### src/rtl/sa_sequencer_if.sv
// Handshake and control bundle between the tile sequencer, the AXI-S adapters and the array.
// The sequencer owns the master side; the surrounding logic (or a bench) uses the slave side.
interface sa_sequencer_if #(
    parameter int K_W = 16
);
    logic           s_valid;
    logic           s_ready;
    logic           s_last;
    logic           en;
    logic           zero;
    logic           clr_n;
    logic           m_valid;
    logic           m_ready;
    logic           m_last;
    logic           shift;
    logic           busy;
    logic [K_W-1:0] beats;

    modport master (
        input  s_valid, s_last, m_ready,
        output s_ready, en, zero, clr_n, m_valid, m_last, shift, busy, beats
    );

    modport slave (
        output s_valid, s_last, m_ready,
        input  s_ready, en, zero, clr_n, m_valid, m_last, shift, busy, beats
    );
endinterface

### src/rtl/sa_sequencer.sv
// Tile sequencer for the systolic array: accepts K input beats, flushes the skew lines with
// D zero cycles, then streams R result rows out under valid/ready, clearing the array between tiles.
module sa_sequencer #(
    parameter int R   = 4,
    parameter int C   = 4,
    parameter int L   = 1,
    parameter int K_W = 16
) (
    input  logic            c,
    input  logic            r,
    sa_sequencer_if.master  io
);
    localparam int D  = R + C - 2 + L;
    localparam int DW = (D > 0) ? $clog2(D + 1) : 1;
    localparam int RW = $clog2(R + 1);

    localparam logic [DW-1:0]  DCNT_LOAD = DW'((D > 0) ? D - 1 : 0);
    localparam logic [RW-1:0]  LAST_ROW  = RW'(R - 1);
    localparam logic [K_W-1:0] BEATS_MAX = '1;

    typedef enum logic [2:0] {CLR, IDLE, RUN, DRAIN, OUT} state_t;

    state_t         state, state_nxt;
    logic [DW-1:0]  dcnt, dcnt_nxt;
    logic [RW-1:0]  ocnt, ocnt_nxt;
    logic [K_W-1:0] beats, beats_nxt;
    logic           last_row;

    function automatic logic [K_W-1:0] sat_inc(input logic [K_W-1:0] v);
        return (v == BEATS_MAX) ? v : v + 1'b1;
    endfunction

    always_ff @(posedge c) begin
        if (r) begin
            state <= CLR;
            dcnt  <= '0;
            ocnt  <= '0;
            beats <= '0;
        end else begin
            state <= state_nxt;
            dcnt  <= dcnt_nxt;
            ocnt  <= ocnt_nxt;
            beats <= beats_nxt;
        end
    end

    always_comb begin
        state_nxt  = state;
        dcnt_nxt   = dcnt;
        ocnt_nxt   = ocnt;
        beats_nxt  = beats;
        last_row   = (ocnt == LAST_ROW);
        io.s_ready = 1'b0;
        io.en      = 1'b0;
        io.zero    = 1'b0;
        io.clr_n   = 1'b1;
        io.m_valid = 1'b0;
        io.m_last  = 1'b0;
        io.shift   = 1'b0;
        io.busy    = 1'b1;

        unique case (state)
            CLR: begin
                io.clr_n  = 1'b0;
                beats_nxt = '0;
                state_nxt = IDLE;
            end
            IDLE, RUN: begin
                // The array only advances on accepted beats; bubbles simply hold it.
                io.s_ready = 1'b1;
                io.en      = io.s_valid;
                io.busy    = (state != IDLE);
                if (io.s_valid) begin
                    beats_nxt = (state == IDLE) ? K_W'(1) : sat_inc(beats);
                    if (io.s_last) begin
                        if (D == 0) begin
                            state_nxt = OUT;
                            ocnt_nxt  = '0;
                        end else begin
                            state_nxt = DRAIN;
                            dcnt_nxt  = DCNT_LOAD;
                        end
                    end else begin
                        state_nxt = RUN;
                    end
                end
            end
            DRAIN: begin
                io.en   = 1'b1;
                io.zero = 1'b1;
                if (dcnt != '0) begin
                    dcnt_nxt = dcnt - 1'b1;
                end else begin
                    state_nxt = OUT;
                    ocnt_nxt  = '0;
                end
            end
            OUT: begin
                io.m_valid = 1'b1;
                io.m_last  = last_row;
                io.shift   = io.m_ready;
                if (io.m_ready) begin
                    ocnt_nxt = ocnt + 1'b1;
                    if (last_row) state_nxt = CLR;
                end
            end
            default: state_nxt = CLR;
        endcase
    end

    assign io.beats = beats;
endmodule

### src/flat_wrapper.sv
// flat-port wrapper written by rule: the top's interface ports become plain ports
module sa_sequencer_flat 
#(
    parameter int R   = 4,
    parameter int C   = 4,
    parameter int L   = 1,
    parameter int K_W = 16
)
  (c, r, io_s_valid, io_s_last, io_m_ready, io_s_ready, io_en, io_zero, io_clr_n, io_m_valid, io_m_last, io_shift, io_busy, io_beats);
  sa_sequencer_if #(.K_W(K_W)) io_i ();
  input  logic c;
  input  logic r;
  input wire logic [$bits(io_i.s_valid)-1:0] io_s_valid;
  input wire logic [$bits(io_i.s_last)-1:0] io_s_last;
  input wire logic [$bits(io_i.m_ready)-1:0] io_m_ready;
  output wire logic [$bits(io_i.s_ready)-1:0] io_s_ready;
  output wire logic [$bits(io_i.en)-1:0] io_en;
  output wire logic [$bits(io_i.zero)-1:0] io_zero;
  output wire logic [$bits(io_i.clr_n)-1:0] io_clr_n;
  output wire logic [$bits(io_i.m_valid)-1:0] io_m_valid;
  output wire logic [$bits(io_i.m_last)-1:0] io_m_last;
  output wire logic [$bits(io_i.shift)-1:0] io_shift;
  output wire logic [$bits(io_i.busy)-1:0] io_busy;
  output wire logic [$bits(io_i.beats)-1:0] io_beats;
  assign io_i.s_valid = io_s_valid;
  assign io_i.s_last = io_s_last;
  assign io_i.m_ready = io_m_ready;
  assign io_s_ready = io_i.s_ready;
  assign io_en = io_i.en;
  assign io_zero = io_i.zero;
  assign io_clr_n = io_i.clr_n;
  assign io_m_valid = io_i.m_valid;
  assign io_m_last = io_i.m_last;
  assign io_shift = io_i.shift;
  assign io_busy = io_i.busy;
  assign io_beats = io_i.beats;
  sa_sequencer #(.R(R), .C(C), .L(L), .K_W(K_W)) u_core (.c(c), .r(r), .io(io_i));
endmodule
### config.mk
export PLATFORM = sky130hd
export DESIGN_NAME = sa_sequencer_flat
export DESIGN_NICKNAME = d
export VERILOG_FILES = /design/src/rtl/sa_sequencer_if.sv /design/src/rtl/sa_sequencer.sv /design/src/flat_wrapper.sv
export SDC_FILE = /design/constraint.sdc
export NUM_CORES = 1
export LEC_CHECK = 0
export BUFFER_PORTS_ARGS = -buffer_cell sky130_fd_sc_hd__buf_2
export CAP_MARGIN = 20
export CORE_MARGIN = 2
export CORE_UTILIZATION = 36
export CTS_CLUSTER_DIAMETER = 30
export DETAILED_ROUTE_END_ITERATION = 12
export PLACE_DENSITY = 0.7
export SLEW_MARGIN = 20
export SYNTH_ARGS = -nofsm -noshare
export SYNTH_HDL_FRONTEND = slang
export SYNTH_SLANG_ARGS = --single-unit
### constraint.sdc
create_clock -name c -period 1.7 [get_ports c]
set_input_delay 0.34 -clock c [delete_from_list [all_inputs] [get_ports c]]
set_output_delay 0.34 -clock c [all_outputs]
set_load 0.05 [all_outputs]
======== After elaboration in Yosys (flattened, before gate mapping) ========
Index checks and enable logic that the tools add are counted.
word-level totals
  bits of input ports ..................... 5
  memories ................................ 0
  bits in read-only memories .............. 0
  bits in latches ......................... 0
  memory bits (writable) .................. 0
  output and inout bits ................... 24
  register bits after elaboration ......... 25
  logic and storage cells ................. 56
cells by class
  mux-type cells .......................... 25
  bitwise gates (word level) .............. 0
  reductions and logical operators ........ 10
  shift-type cells ........................ 0
  divide/modulo/power cells ............... 0
  add/sub/neg operators ................... 3
  order comparisons ....................... 0
  multipliers ............................. 0
  equal/unequal tests ..................... 14
operators with widths
  operator               number
  $mux 16                3
  $pmux 16 s2            1
  $mux 3                 9
  $add 16x1->16 const B  1
  $eq 16x16->1 const B   1
  $pmux 3 s2             2
  $pmux 3 s4             1
  $eq 3x2->1 const B     3
  $mux 1                 8
  $ne 2x2->1 const B     4
  $reduce_and 4->1       2
  $reduce_and 3->1       2
  $reduce_bool 2->1      3
  $ne 2x1->1 const B     2
  $add 3x1->3 const B    1
  $eq 3x1->1 const B     1
  $eq 3x3->1 const B     1
  $logic_not 3->1        1
  $ne 3x1->1 const B     1
  $ne 3x2->1 const B     1
  $reduce_bool 3->1      1
  $sub 3x1->3 const B    1
  $pmux 1 s2             1
  $reduce_or 2->1        1

======== Logic depth before layout (Yosys ltp) ========
Gate-level depths: netlist of the first run.
  depth after elaboration ................. 5
  gate-level depth with buffers ........... 7
  gate-level depth less buffers ........... 7

======== Worst setup path before layout of the first run ========
No wires, ideal clock.
  path type ............................... register to register
  from .................................... register u_core.state[1]
  to ...................................... register u_core.ocnt[1]
  path slack .............................. -1,510 ps
  arrival time ............................ 3,082 ps
  stages on the path, launching flop included .. 7
  cells stage by stage .................... dfxtp_1 -> clkbuf_1 -> nor3b_1 -> and2_0 -> o21ai_0 -> a22oi_1 -> nor2_1
between the ends
  cells in the longest elaborated chain, start to end .. 3
  elaborated cells on any way between the ends .. 7
  classes of those cells .................. eq/ne (4); mux (1); reduce/logical (2)
RTL lines
  element                                                    line                text
  start: declaration                                         sa_sequencer.sv:23  state_t state, state_nxt;
  start signal: assignment                                   sa_sequencer.sv:40  state <= state_nxt;
  $eq 3x2->1 or $eq 3x3->1 (tied branches)                   sa_sequencer.sv:62  unique case (state)
  $ne 2x2->1 (no line) or $reduce_bool 2->1 (tied branches)  --
  $reduce_and 3->1 (no line)                                 --
  end signal: assignment                                     sa_sequencer.sv:42  ocnt <= ocnt_nxt;
  end: declaration                                           sa_sequencer.sv:25  logic [RW-1:0] ocnt, ocnt_nxt;
Several ways; a longest one is shown, not always the timed one.
A chain may end at the register's enable or synchronous reset.

======== Worst setup path after layout of the first run ========
  from .................................... register u_core.state[1]
  to ...................................... output port io_shift
between the ends
  cells in the longest elaborated chain, start to end .. 2
RTL lines
  element           line                text
  $eq 3x3->1        sa_sequencer.sv:62
  $mux 1            sa_sequencer.sv:62
  end: declaration  flat_wrapper.sv:22  output wire logic [$bits(io_i.shift)-1:0] io_shift;
Every way passes these cells.

==> impl_results.md, run 1 <==
- Type of the most critical hold path: input port to register
- Part of the Yosys area used for sequential elements: 35.9%
- Failing checks: setup timing
- Maximum number of buffers from clock root to sink: 2
- Worst voltage drop across the vdd grid: 571 uV
- Utilization after layout: 56.6%
- Number of nets in the final layout: 245
- Crit-path cells: buf_6, nor3b_4, and2_4, buf_8
- Fraction of post-synthesis cell area in the top cell type by area: 35.9%
- Deepest level of the CTS H-tree: 1
- Chip Width: 66.2 microns
- Total instance count after detailed placement: 272
- Vias in the first global route: 1416
- Residual antenna-violating net count after detailed routing: 0
- Crit path launch type: register
- Total wire length: 3700 microns
- Post-DR vias/cell: 5.18
- Clock Tree Root: clkbuf_8
- Endpoint type of the worst setup path: output pin
- Total track usage: 17.7%
- Total clock buffers created by CTS: 3
- Largest net degree at the start of global routing: 14
- Normalized max-slew margin: 75.3%
- Drt first pass iters: 4
- Max-cap violations: 0
- Total leakage power: 0.929 nW
- Total I/O pin count: 29
- Antenna diode count: 0
- Flip-flop cell with the highest count after synthesis: dfxtp_1
- Crit Path Class: register to output pin
- P per Cell Area: 1100 mW/mm^2
- Source-to-sink clock delay at the later pin of the worst-skew pair: 270 ps
- Die height: 66.2 microns
- Worst clock skew: 1.79 ps
- Minimum clock period: 1720 ps
- Core Box Area: 0.00369 sq mm
- Pre-CTS WS: -194 ps
- Ratio of cells with drive above 1 in the final layout: 48.7%
- Synth Instances: 170
- Cell variety after synth: 45
- Pin slew with the least headroom to its limit: 370 ps
- Vias: 1460
- Post-Synthesis Cell Area: 0.00139 sq mm
- Starting utilization of the core area: 37.8%
- HPWL after detailed placement: 2640 microns
- FP Rows: 22
- Global route total overflow: 0
- Synthesized netlist net count: 180
- Total placed instance area: 0.00192 sq mm
- Post-synthesis async set-or-reset flop share: 0%
- Final Hold Violating Endpoints: 0
- DRC Markers: 0
- Slowest cell delay on critical path: 370 ps
- Clock-pin slew on the worst setup and hold paths: 90 ps
- Worst path arrival time: 1380 ps
- Most frequently used cell type in the post-synthesis netlist: dfxtp_1
- RD Place Congestion: 0.817
- Number of DRC markers after the initial detailed-route iteration: 64
- Ranking of synthesized cells by area: dfxtp_1, nor2_1, ha_1
- Number of port buffers: 28
- Area growth from synthesis to layout: 49.8%
- Maximum fanout along the worst path: 5
- Outcome: finished with violations
- CTS sink count: 25
- Minimum setup slack in the final design: -15.0 ps
- Highest-delay cell along the critical path: dfxtp_4
- Clock tree from TritonCTS: done
- Mean Syn Cell Area: 8.20 sq um
- Count of final max-slew check failures: 0
- Post-route clock period utilization: 101%
- Worst Path Required: 1360 ps
- Number of storage elements in the synthesis netlist: 25
- Total of fill cells in the finished design: 344
- Cell taking the most area after synthesis: dfxtp_1
- Most instantiated cells after synthesis: dfxtp_1, nor2_1, nand2_1
- Layout Cells excl Fill: 282
- Post-route cell area: 0.00209 sq mm
- Number of flops mapped to enable cells by yosys: 0
- Total number of yosys warnings: 0
- Final setup fails: 3
- Wire length of the first global-routing pass: 6150 microns
- Initial antenna violation count: 0
- Area of the die: 0.00439 sq mm
- Average wire per standard cell: 13.1 microns
- Unrepaired setup endpoints after global routing: true
- F_max: 583 MHz
## through the flow
stage | TNS (ps) | power (W) | hold WS [ps]
floorplan | -701 | 0.00147 | 403
global placement | -297 | 0.00179 | 413
detailed placement | -430 | 0.00181 | 419
CTS | -32.4 | 0.00226 | 380
global route | -439 | 0.00242 | 398
finish | -34.7 | 0.00230 | 377
## report_power, final
group	internal [W]	total [W]	switching, W
Clock	0.000168	0.000359	0.000191
Combinational	0.000475	0.00124	0.000764
Sequential	0.000650	0.000702	0.0000519
Total	0.00129	0.00230	0.00101
## critical path, delay by kind of cell, from the launching register on
| kind | cells | cell delay [ps] |
|---|---|---|
| buf+inv | 2 | 270 |
| flops | 1 | 370 |
| simple gates | 2 | 470 |
## path summary, 6_finish.rpt
path / from / end / slack [ps] / cells past startpoint
setup / recovery: u_core.state[1] / io_shift / -20 / 4
hold / removal: io_m_ready / u_core.state[2] / 380 / 4
setup reg to reg: u_core.state[1] / u_core.io.beats[13] / -20 / 6
hold reg to reg: u_core.dcnt[0] / u_core.dcnt[0] / 430 / 1
## layer usage
layer  GRT usage (%)  vias up  share of wire [%]  routed length [microns]
li1                -      747                  -                        -
met1            22.9      673                 48                     1780
met2            30.1       33                 47                     1720
met3            2.39        7                3.8                      141
met4            5.61        0                1.5                       55
met5               0        -                  0                        0
## area by class of cell
type	instances	area, sq um	share of cell area [%]
Sequential cell	25	542	25.9
Multi-Input combinational cell	131	936	44.8
Clock buffer	4	45.0	2.16
Inverter	8	30.0	1.44
Timing Repair Buffer	66	475	22.8
Tap cell	48	60.1	2.88
## sequential cells by signal, summed over array words and instances, names as in the netlist
| name | count |
|---|---|
| u_core.io.beats | 16 |
| u_core.dcnt | 3 |
| u_core.ocnt | 3 |
| u_core.state | 3 |
## logic make-up (layout without fill, tap and decap cells)
group                      count (synthesis)  after routing  synth area share (%)
muxes                                      4              4                  2.87
buffers and inverters                     14             78                  4.40
and+or+nand+nor                           75             75                  28.3
xor gates and xnor gates                   7              7                  4.40
DFF                                       25             25                  35.9
adders and majority gates                  5              5                  4.49
AOI/OAI and AO/OA                         40             40                  19.7
## cell usage in the layout (no fill, tap or decap), drive strengths merged, types with 4 or more instances in the layout
| master | instances |
|---|---|
| a21oi | 13 |
| xnor2 | 5 |
| mux2i | 4 |
| clkbuf | 5 |
| buf | 65 |
| nand3 | 7 |
| inv | 8 |
| ha | 5 |
| dfxtp | 25 |
| nand2b | 4 |
| o21ai | 5 |
| nand2 | 16 |
| nor2 | 24 |
## what timing repair did
action                                  CTS  global route
endpoints found under the setup margin    7            14
resized for setup                        16             9
cloned                                    0             0
buffers inserted                          3             3
pin swaps                                 8            10
hold buffers                              0             0
(Power assumes the default switching activity.)
==> run 2: changes to the inputs <==
- SETUP_SLACK_MARGIN: unset -> 0.05
==> impl_results.md, run 2 (synthesis results as in run 1) <==
- Clock-pin slew on the worst setup and hold paths: 80 ps
- Final Hold Slack: 387 ps
- Total track usage: 18.2%
- Failing checks: setup timing
- Count of final max-slew check failures: 0
- Starting utilization of the core area: 37.8%
- Final Hold Violating Endpoints: 0
- Global route total overflow: 0
- Area growth from synthesis to layout: 53.5%
- Source-to-sink clock delay at the later pin of the worst-skew pair: 270 ps
- Total clock buffers created by CTS: 3
- HPWL after detailed placement: 2700 microns
- Ratio of cells with drive above 1 in the final layout: 52.4%
- Number of nets in the final layout: 244
- Total of fill cells in the finished design: 352
- RD Place Congestion: 0.785
- P per Cell Area: 1100 mW/mm^2
- Utilization after layout: 58.0%
- DRC Markers: 0
- Layout Cells excl Fill: 281
- Delay-heaviest family, CP: simple AND/OR/NAND/NOR gates
- F_max: 582 MHz
- Max reg flops: 16
- Final setup fails: 2
- Count of buffer and inverter cells on the critical path: 2
- Pin slew with the least headroom to its limit: 356 ps
- Total instance count after detailed placement: 270
- Worst Hold Launch: io_m_ready
- Worst path arrival time: 1380 ps
- Final setup TNS: -34.0 ps
- Worst voltage drop across the vdd grid: 862 uV
- Die height: 66.2 microns
- FP Rows: 22
- Crit path launch type: register
- Residual antenna-violating net count after detailed routing: 0
- Maximum number of buffers from clock root to sink: 2
- Minimum clock period: 1720 ps
- Worst clock skew: 1.92 ps
- Normalized max-slew margin: 76.2%
- Maximum fanout along the worst path: 6
- Largest net degree at the start of global routing: 14
- Post-DR vias/cell: 5.18
- CP startpoint: u_core.state[1]
- Crit Path Class: register to output pin
- Crit-path cells: buf_6, nor3b_4, and2_4, buf_8
- CTS Hold Bufs: 0
- Antenna diode count: 0
- Most common library cell in the layout ignoring fill and taps: buf_4
- Minimum setup slack in the final design: -19.4 ps
- Area of the die: 0.00439 sq mm
- Wire length of the first global-routing pass: 6180 microns
- Worst Path Required: 1360 ps
- Outcome: finished with violations
- Core Box Area: 0.00369 sq mm
- Post-route clock period utilization: 101%
- Total I/O pin count: 29
- Vias: 1455
- Max-cap violations: 0
- Highest-count cells in the layout ignoring fill and taps: buf_4, nor2_1, buf_2
- Type of the most critical hold path: input port to register
- Slowest cell delay on critical path: 370 ps
- Clock Tree Root: clkbuf_8
- Number of port buffers: 28
- R2r startpoint: u_core.state[2]
- Clock tree from TritonCTS: done
- Vias in the first global route: 1399
- Unrepaired setup endpoints after global routing: true
- Endpoint type of the worst setup path: output pin
- Initial antenna violation count: 0
- Total wire length: 3770 microns
- Average wire per standard cell: 13.4 microns
- Chip Width: 66.2 microns
- Total leakage power: 0.925 nW
- Highest-delay cell along the critical path: dfxtp_4
- Number of DRC markers after the initial detailed-route iteration: 64
- Register bank with the most flops: u_core.io.beats
- CTS sink count: 25
- Deepest level of the CTS H-tree: 1
- Drt first pass iters: 4
- Total power of the final layout: 0.00235 W
run 2: area by class of cell:
class | count | area (sq um) | share of cell area, %
multi-input cells | 131 | 980 | 45.8
flip-flops and latches | 25 | 549 | 25.7
clock buffers | 4 | 45.0 | 2.11
well taps | 48 | 60.1 | 2.81
repair buffers | 65 | 475 | 22.2
inverters | 8 | 30.0 | 1.40
run 2: report_power, final:
group / internal, W / switching, W
sequential: 0.000646 / 0.0000502
combinational: 0.000507 / 0.000794
clock: 0.000168 / 0.000185
total: 0.00132 / 0.00103
run 2: routing by layer:
metal	part of all wire (%)	GRT usage, %	vias to the layer above
met5	0	0	-
met4	1.3	6.38	0
met3	2.7	2.90	4
met2	48	29.9	27
met1	48	24.0	685
li1	-	-	739
run 2: timing repair:
action,4_1_cts,5_1_grt
buffers inserted,3,4
pin swaps,11,6
setup endpoints to repair,12,18
resized for setup,24,17
cloned,0,0
run 2: final timing paths:
kind              cells after the start             endpoint  slack (ps)
setup / recovery                      4             io_shift         -20
hold / removal                        4      u_core.state[2]         390
setup reg to reg                      5  u_core.io.beats[13]          20
hold reg to reg                       1       u_core.dcnt[0]         450
run 2: worst min-delay path, stage by stage:
cell,delay [ps]
buf_2,90
nand2_1,70
nand2_1,70
a21oi_1,50
run 2: per-stage QoR:
stage	setup WS [ps]	instance area, sq um
floorplan	-141	1530
global placement	-128	1910
detailed placement	-162	1910
CTS	31.0	2060
global route	-66.8	2140
finish	-19.4	2140
==> run 3: changes to the inputs <==
- CORE_ASPECT_RATIO: unset -> 0.6
- REMOVE_ABC_BUFFERS: unset -> 1
==> impl_results.md, run 3 (synthesis results as in run 1) <==
- Crit-path cells: buf_6, nor3b_4, and2_4, buf_8
- Minimum clock period: 1740 ps
- Endpoint type of the worst setup path: output pin
- Total I/O pin count: 29
- Total leakage power: 1.01 nW
- Crit Path Class: register to output pin
- DRC Markers: 0
- Count of final max-slew check failures: 0
- Global route total overflow: 0
- Most common library cell in the layout ignoring fill and taps: buf_4
- Ratio of cells with drive above 1 in the final layout: 51.4%
- Worst voltage drop across the vdd grid: 845 uV
- Number of port buffers: 28
- Starting utilization of the core area: 37.9%
- HPWL after detailed placement: 2940 microns
- Die height: 52.2 microns
- Maximum number of buffers from clock root to sink: 2
- Total track usage: 19.5%
- Highest-count cells in the layout ignoring fill and taps: buf_4, nor2_1, buf_2
- Final Hold Violating Endpoints: 0
- Worst clock skew: 2.89 ps
- Flop pwr share: 29.9%
- Clock-pin slew on the worst setup and hold paths: 90 ps
- Clock tree from TritonCTS: done
- Number of nets in the final layout: 258
- Cell-internal power: 0.00136 W
- Final setup TNS: -83.3 ps
- Final Hold Slack: 407 ps
- Crit path launch type: register
- Post-route clock period utilization: 102%
- Normalized max-slew margin: 72.9%
- Minimum setup slack in the final design: -37.4 ps
- Register bank with the most flops: u_core.io.beats
- F_max: 576 MHz
- Number of DRC markers after the initial detailed-route iteration: 83
- Drt first pass iters: 4
- FP Rows: 17
- Initial antenna violation count: 0
- Total of fill cells in the finished design: 307
- Slowest cell delay on critical path: 370 ps
- Layout Cells excl Fill: 294
- Deepest level of the CTS H-tree: 1
- Chip Width: 84.3 microns
- Final setup fails: 4
- Outcome: finished with violations
- Worst Path Required: 1360 ps
- Clock Tree Root: clkbuf_8
- Antenna diode count: 0
- Total clock buffers created by CTS: 3
- Portion of total power attributed to combinational logic: 55.4%
- Residual antenna-violating net count after detailed routing: 0
- Vias in the first global route: 1474
- Area growth from synthesis to layout: 59.6%
- Source-to-sink clock delay at the later pin of the worst-skew pair: 270 ps
- Total instance count after detailed placement: 281
- Core Box Area: 0.00368 sq mm
- Count of buffer and inverter cells on the critical path: 2
- Net switching component of the power: 0.00106 W
- Total wire length: 4310 microns
- Max-cap violations: 0
- CTS sink count: 25
- Max reg flops: 16
- Unrepaired setup endpoints after global routing: true
- Largest net degree at the start of global routing: 15
- Net switching fraction of the power: 43.9%
- Wire length of the first global-routing pass: 6710 microns
- Highest-delay cell along the critical path: dfxtp_4
- Post-DR vias/cell: 5.25
- P per Cell Area: 1090 mW/mm^2
- Clk pwr share: 14.7%
- Delay-heaviest family, CP: simple AND/OR/NAND/NOR gates
- Maximum fanout along the worst path: 5
- Failing checks: setup timing
- Area of the die: 0.00440 sq mm
- Worst path arrival time: 1400 ps
- Type of the most critical hold path: input port to register
- RD Place Congestion: 0.844
- Vias: 1543
- Pin slew with the least headroom to its limit: 403 ps
- Average wire per standard cell: 14.7 microns
==> run 3: cell count changes in the layout (fill, tap and decap cells not counted), sizes merged <==
cell / change
clkinv: +1
clkbuf: -1
buf: +14
==> run 3: cell type report <==
class | count | area, sq um | share of cell area, %
multi-input combinational | 131 | 966 | 43.4
timing repair buffer | 79 | 602 | 27.1
sequential | 25 | 519 | 23.3
tap | 47 | 58.8 | 2.64
clock buffer | 3 | 41.3 | 1.86
inverter | 8 | 32.5 | 1.46
clock inverter | 1 | 5.00 | 0.225
==> run 3: what timing repair did <==
action,CTS,global route
pin swaps,10,17
buffers inserted,2,6
endpoints found under the setup margin,20,22
resized for setup,41,29
hold buffers,0,0
gates cloned,0,1
==> run 3: per-layer routing <==
metal / vias to the layer above / global-route usage [%] / routed length (microns)
met3: 4 / 5.20 / 262
met4: 0 / 3.70 / 19
met1: 718 / 25.7 / 2060
li1: 766 / - / -
met2: 55 / 33.1 / 1970
met5: - / 0 / 0
==> run 3: final timing paths <==
| path | startpoint | to | slack (ps) | cells after the start |
|---|---|---|---|---|
| max | u_core.state[1] | io_shift | -40 | 4 |
| min | io_s_last | u_core.state[0] | 410 | 3 |
| max reg2reg | u_core.state[1] | u_core.io.beats[13] | -30 | 7 |
| min reg2reg | u_core.dcnt[0] | u_core.dcnt[0] | 470 | 1 |
==> run 3: through the flow <==
step                      instance area, sq um  setup slack (ps)  util (%)  power (W)
after detailed placement                  1880              -136      51.0    0.00173
after global placement                    1880              -130      51.0    0.00172
after CTS                                 2070             -23.6      56.4    0.00224
final                                     2220             -37.4      60.5    0.00243
after global routing                      2220             -80.0      60.5    0.00256
after floorplan                           1360             -1410         -    0.00138
==> run 3: power groups by stage <==
stage	Clock (W)	Sequential (W)	Combinational [W]
final	0.000355	0.000725	0.00134
after global routing	0.000395	0.000733	0.00143
after CTS	0.000370	0.000707	0.00116
after detailed placement	0	0.000698	0.00103
after global placement	0	0.000697	0.00102
after floorplan	0	0.000770	0.000613
==> run 3: worst reg2reg max path: cells and delay by family, from the launching register on <==
kind	cells	cell delay [ps]
flops	1	370
buf+inv	2	280
simple gates	3	710
compound gates	2	240
